[config.mk]
export PLATFORM = sky130hd
export DESIGN_NAME = seven_segment_scanner
export DESIGN_NICKNAME = d
export VERILOG_FILES = /design/src/rtl/seven_segment_scanner.sv
export SDC_FILE = /design/constraint.sdc
export NUM_CORES = 1
export LEC_CHECK = 0
export CORE_MARGIN = 3
export CORE_UTILIZATION = 45
export DETAILED_ROUTE_END_ITERATION = 10
export GPL_TIMING_DRIVEN = 0
export MAX_ROUTING_LAYER = met4
export PLACE_DENSITY = 0.67
export REMOVE_ABC_BUFFERS = 1
export SYNTH_ARGS = -nofsm -noshare
export SYNTH_HDL_FRONTEND = slang
export SYNTH_SLANG_ARGS = --single-unit
[constraint.sdc]
create_clock -name clk -period 2.3 [get_ports clk]
set_input_delay 0.23 -clock clk [delete_from_list [all_inputs] [get_ports clk]]
set_output_delay 0.23 -clock clk [all_outputs]
set_load 0.03 [all_outputs]
[src/rtl/seven_segment_scanner.sv]
// Four-digit seven-segment scan controller: steps through the nibbles of a display word
// and swaps in a newly loaded word only at a frame boundary.
module seven_segment_scanner #(
   parameter int unsigned TICKS_PER_DIGIT = 100000
) (
   input  logic        clk,
   input  logic        reset_n,
   input  logic        load,
   input  logic [15:0] load_value,
   input  logic        load_decimal,
   input  logic        load_blank,
   output logic        ready,
   output logic [3:0]  value,
   output logic        decimal,
   output logic [1:0]  digit,
   output logic        blank,
   output logic        frame_done
);

   localparam int unsigned CW = (TICKS_PER_DIGIT > 1) ? $clog2(TICKS_PER_DIGIT) : 1;
   localparam logic [CW-1:0] TERM = CW'(TICKS_PER_DIGIT - 1);

   typedef struct packed {
      logic [15:0] value;
      logic        decimal;
      logic        blank_en;
   } word_t;

   logic [CW-1:0] tick;
   logic [1:0]    digit_q;
   word_t         disp;
   word_t         shadow;
   logic          pending;
   logic          frame_done_q;
   logic          terminal;
   logic          frame_end;
   logic [15:0]   upper;

   assign terminal  = (tick == TERM);
   assign frame_end = terminal && (digit_q == 2'd3);

   always_ff @(posedge clk or negedge reset_n) begin
      if (!reset_n) begin
         tick         <= '0;
         digit_q      <= '0;
         disp         <= '0;
         shadow       <= '0;
         pending      <= 1'b0;
         frame_done_q <= 1'b0;
      end else begin
         if (terminal) begin
            tick    <= '0;
            digit_q <= digit_q + 2'd1;
         end else begin
            tick <= tick + CW'(1);
         end
         frame_done_q <= frame_end;
         // A load arriving in the commit cycle with nothing pending waits a full frame.
         if (frame_end && pending) begin
            disp    <= shadow;
            pending <= 1'b0;
         end else if (load && !pending) begin
            shadow  <= '{value: load_value, decimal: load_decimal, blank_en: load_blank};
            pending <= 1'b1;
         end
      end
   end

   // Nibbles from the current digit upward; all-zero means a leading zero.
   assign upper      = disp.value >> {digit_q, 2'b00};
   assign value      = disp.value[{digit_q, 2'b00} +: 4];
   assign decimal    = disp.decimal;
   assign digit      = digit_q;
   assign blank      = disp.blank_en && (digit_q != 2'd0) && (upper == 16'h0000);
   assign ready      = ~pending;
   assign frame_done = frame_done_q;

endmodule

==> run summary <==
The flow ran to the end, but the final reports show violations. The checks that failed: negative setup slack. The clock net in this run drives a total of 57 sinks. The headroom to the max-slew limit came out at 0.376. The tools report the root cell of the clock tree as sky130_fd_sc_hd__clkbuf_8. In the routed layout, each cell is associated on average with a via count of 5.36. For this run, the leading register cell type out of synthesis is sky130_fd_sc_hd__dfrtp_1. The number of buffers created by CTS is 9.

Counting flops with a built-in enable in the synthesized netlist gives 0. For the via count of the first global-routing pass, the log shows 1604. By area the synthesized netlist is led by sky130_fd_sc_hd__dfrtp_1, sky130_fd_sc_hd__mux2_1, sky130_fd_sc_hd__mux4_2, sky130_fd_sc_hd__xnor2_1, sky130_fd_sc_hd__xor2_1. The proportion of synthesized flip-flops having asynchronous set or reset is 1.00.

STA puts the critical path data required time at 2.07 ns. Walking the worst path, the cells encountered are mux4_2 > or4_4 > nor3_4 > buf_6. The leakage power figure is 1.47 nW. The first-iteration detailed-routing DRC count is 46, and the vertical die dimension is 80.3 um. Clock transition at the register clock pins on the worst setup and hold paths after CTS: 0.06 ns. The tools report the cell internal power dissipation as 0.00176 W. Data arrives at the worst endpoint at 2.16 ns.

The number of top-level design ports was 31; the later-pin clock latency in the skew report was 0.33 ns. In this run the power spent charging and discharging nets is 0.000442 W. The worst path buffer plus inverter count works out to 1. The tools report the number of endpoints failing setup at the final stage as 1. The slowest stage cell on the critical path was sky130_fd_sc_hd__or4_4. For the standard-cell row count, the log shows 26.

The total overflow left after global routing is 0. The first global-routing pass estimated 8000 um of wire. During synthesis, Yosys emitted a total of 0 warnings.

After legalization and detailed placement, the total HPWL measured 3160 um. Leaving out filler cells and counting taps, the final layout contains 295. The H-tree generated during clock tree synthesis spans 3 levels. The die covers 6450 sq um. The tools report the count of pins over their slew limit as 0.

The final layout net count came out at 244. For the combined area of all synthesized cells, the log shows 2490 sq um. The average wire length per cell after detail routing was 16.1 um; the initial antenna violation count was 0. Clock power share: 0.481. Including well taps, the total number of placed cells is 274.

The tools report the overall via count from detail_route as 1582. At the end of routability-driven placement, the weighted congestion stood at 0.773. The post-layout worst setup margin was -0.0931 ns.

In this run the deepest clock path goes through 2 buffers. The max-cap violation count is 0. Worst setup path category: register to output port. Port buffering added 30 buffers. The maximum fanout count along the critical path is 6, and the number of diodes added for antenna fixing is 0.

The smallest clock period supported by the final layout is computed as 2.39 ns. The tools report the relative contribution of sequential cells to total power as 0.480. Worst min-delay path category: input port to asynchronous set/reset pin. The final wirelength was 4760 um; the layout overhead on the synthesized area was 26.1%. On the final layout, the worst clock skew is 0.00565 ns.

The fraction of the yosys area taken by sequential cells came out at 0.574. The transition time of the tightest slew-check pin came out at 0.932 ns. By area, the combinational part of the netlist is dominated by multiplexers. The share of cells above drive strength 1 came out at 0.138.

For this run, the detailed router's first-pass iteration total came to 4. For the total core area, the log shows 5240 sq um. TritonCTS built the clock tree. Synthesis handed over a netlist of 180 instances.

The post-synthesis share of cell area spent on full adders, half adders and majority gates was 0.0151; the simple-gate share of the synthesized area was 0.115. On the worst path, the slowest cell contributes a delay of 0.57 ns. A synthesized cell averages 13.8 sq um.

For this run, design rule violations remaining after detail routing come to 0. Compound-gate portion of the synthesized area: 0.0171. Entering global routing, the biggest net connects 32 pins. The tools report the combinational share of power as 0.039.

The remaining number of nets flagged by the antenna check after routing was 0. The multiplexer area fraction after synthesis was 0.205. The share of the cycle needed by the critical path after routing is 1.04, and the switching part of the total power is 0.201.

The tightest hold margin came out at 0.459 ns. The final-report hold violation count is 0, and the XOR/XNOR share of the synthesized area is 0.0493. The netlist uses 33 different library cells.

Among cell families on the critical path, the largest total delay comes from simple AND/OR/NAND/NOR gates. In this run, synthesis produced a sequential element count of 57. The tools report the worst ir drop on vdd as 0.507 mV.

STA classifies the critical path endpoint as an output port. The floorplan step set the die width to 80.3 um. Area share of the leading cell type in the synthesized netlist: 0.574.

Power spread over the standard cell area amounts to 702 nW/um^2. Setup repair after global routing could not meet its margin everywhere. The combined global-route utilization of all metal layers is 0.173. The fmax is 0.418 GHz. sky130_fd_sc_hd__dfrtp_1 takes more of the synthesized area than any other cell.

The initial core utilization came out at 0.475. STA classifies the critical path startpoint as a register.
-- cell families (layout without fill, tap and decap cells) --
group	after synthesis	after routing
flops	57	57
xor+xnor	14	14
fa+ha+maj	3	3
simple gates	47	48
mux	41	41
buf+inv	11	55
compound gates	7	7
-- synthesized netlist by cell type (2+ instances only) --
library cell,n
sky130_fd_sc_hd__nand3b_1,3
sky130_fd_sc_hd__o41ai_1,2
sky130_fd_sc_hd__nand3_1,4
sky130_fd_sc_hd__ha_1,3
sky130_fd_sc_hd__mux2_1,36
sky130_fd_sc_hd__mux4_2,3
sky130_fd_sc_hd__xnor2_1,7
sky130_fd_sc_hd__nand2_1,3
sky130_fd_sc_hd__nor2_1,10
sky130_fd_sc_hd__nor2b_1,2
sky130_fd_sc_hd__a21oi_1,2
sky130_fd_sc_hd__buf_6,2
sky130_fd_sc_hd__o21ai_1,2
sky130_fd_sc_hd__dfrtp_1,57
sky130_fd_sc_hd__inv_1,4
sky130_fd_sc_hd__and4_1,5
sky130_fd_sc_hd__and3_1,4
sky130_fd_sc_hd__xor2_1,7
sky130_fd_sc_hd__nor4_1,3
sky130_fd_sc_hd__nand4_1,6
sky130_fd_sc_hd__nor4bb_1,2
sky130_fd_sc_hd__clkbuf_1,2
-- layer usage --
metal,GRT usage,vias up,share of wire
met3,0.0661,5,0.050
met2,0.237,32,0.46
met4,0.0760,0,0.014
met1,0.230,809,0.48
met5,-,-,0
li1,-,736,-
-- worst paths after layout --
kind | depth (start not counted) | startpoint | end | slack (ns)
worst max-delay path | 4 | digit[0]$_DFFE_PN0N_ | blank | -0.09
worst min-delay path | 2 | reset_n | disp[3]$_DFFE_PN0P_ | 0.46
worst max register to register | 5 | tick[0]$_DFF_PN0_ | disp[9]$_DFFE_PN0P_ | 0.11
worst min register to register | 1 | tick[15]$_DFF_PN0_ | tick[15]$_DFF_PN0_ | 0.48
max in group asynchronous | 3 | reset_n | digit[0]$_DFFE_PN0N_ | 1.25
min in group clk | 1 | tick[15]$_DFF_PN0_ | tick[15]$_DFF_PN0_ | 0.48
-- what timing repair did --
action	4_1_cts	5_1_grt
hold buffers	1	0
gates resized for setup	12	3
hold endpoints to repair	26	0
pin swaps	0	1
endpoints found under the setup margin	24	13
gates cloned	0	1
buffers inserted	3	0
-- cell usage in the layout, fill, tap and decap left out, drive strengths merged, types with 4 or more instances in the layout --
cell and instances:
inv 4, buf 6, clkbuf 12, and3 5, and4 5, dfrtp 57
mux4 4, xnor2 7, nand3 4, mux2 36, xor2 7, nor2 10
clkdlybuf4s50 26, nand4 6
-- flip-flops by register name, indices dropped and copies added, names as in the netlist --
name / count
shadow: 18
disp: 17
tick: 17
digit: 2
decimal: 1
frame_done: 1
pending: 1
-- worst register-to-register path: cells and delay by family (launching register included) --
kind	cells	cell delay [ns]
and+or+nand+nor	3	1.08
DFF	1	0.41
adders and majority gates	1	0.23
muxes	1	0.36
-- stage by stage --
stage	worst slack [ns]	setup TNS (ns)	power [W]	area (sq um)	util
after global placement	-0.594	-43.15	0.00115	2830	0.540
final	-0.0931	-0.0931	0.00220	3140	0.599
after global routing	-0.183	-0.183	0.00230	3140	0.599
after detailed placement	-0.455	-8.32	0.00116	2850	0.543
after CTS	-0.106	-0.106	0.00223	3120	0.595
after floorplan	-0.283	-0.283	0.00109	2440	-
-- layout make-up --
class	count	area (sq um)
Tap cell	70	87.6
Clock inverter	4	75.1
Inverter	4	15.0
Clock buffer	12	155
Fill cell	411	2100
Timing Repair Buffer	35	350
Multi-Input combinational cell	113	1020
Sequential cell	57	1430
-- power by group through the flow --
stage | Sequential, W | Combinational [W] | Clock (W)
after floorplan | 0.00107 | 0.0000245 | 0
after global placement | 0.00107 | 0.0000774 | 0
after detailed placement | 0.00108 | 0.0000862 | 0
after CTS | 0.00106 | 0.0000880 | 0.00109
after global routing | 0.00106 | 0.0000963 | 0.00114
final | 0.00106 | 0.0000850 | 0.00106
(Power assumes the default switching activity.)
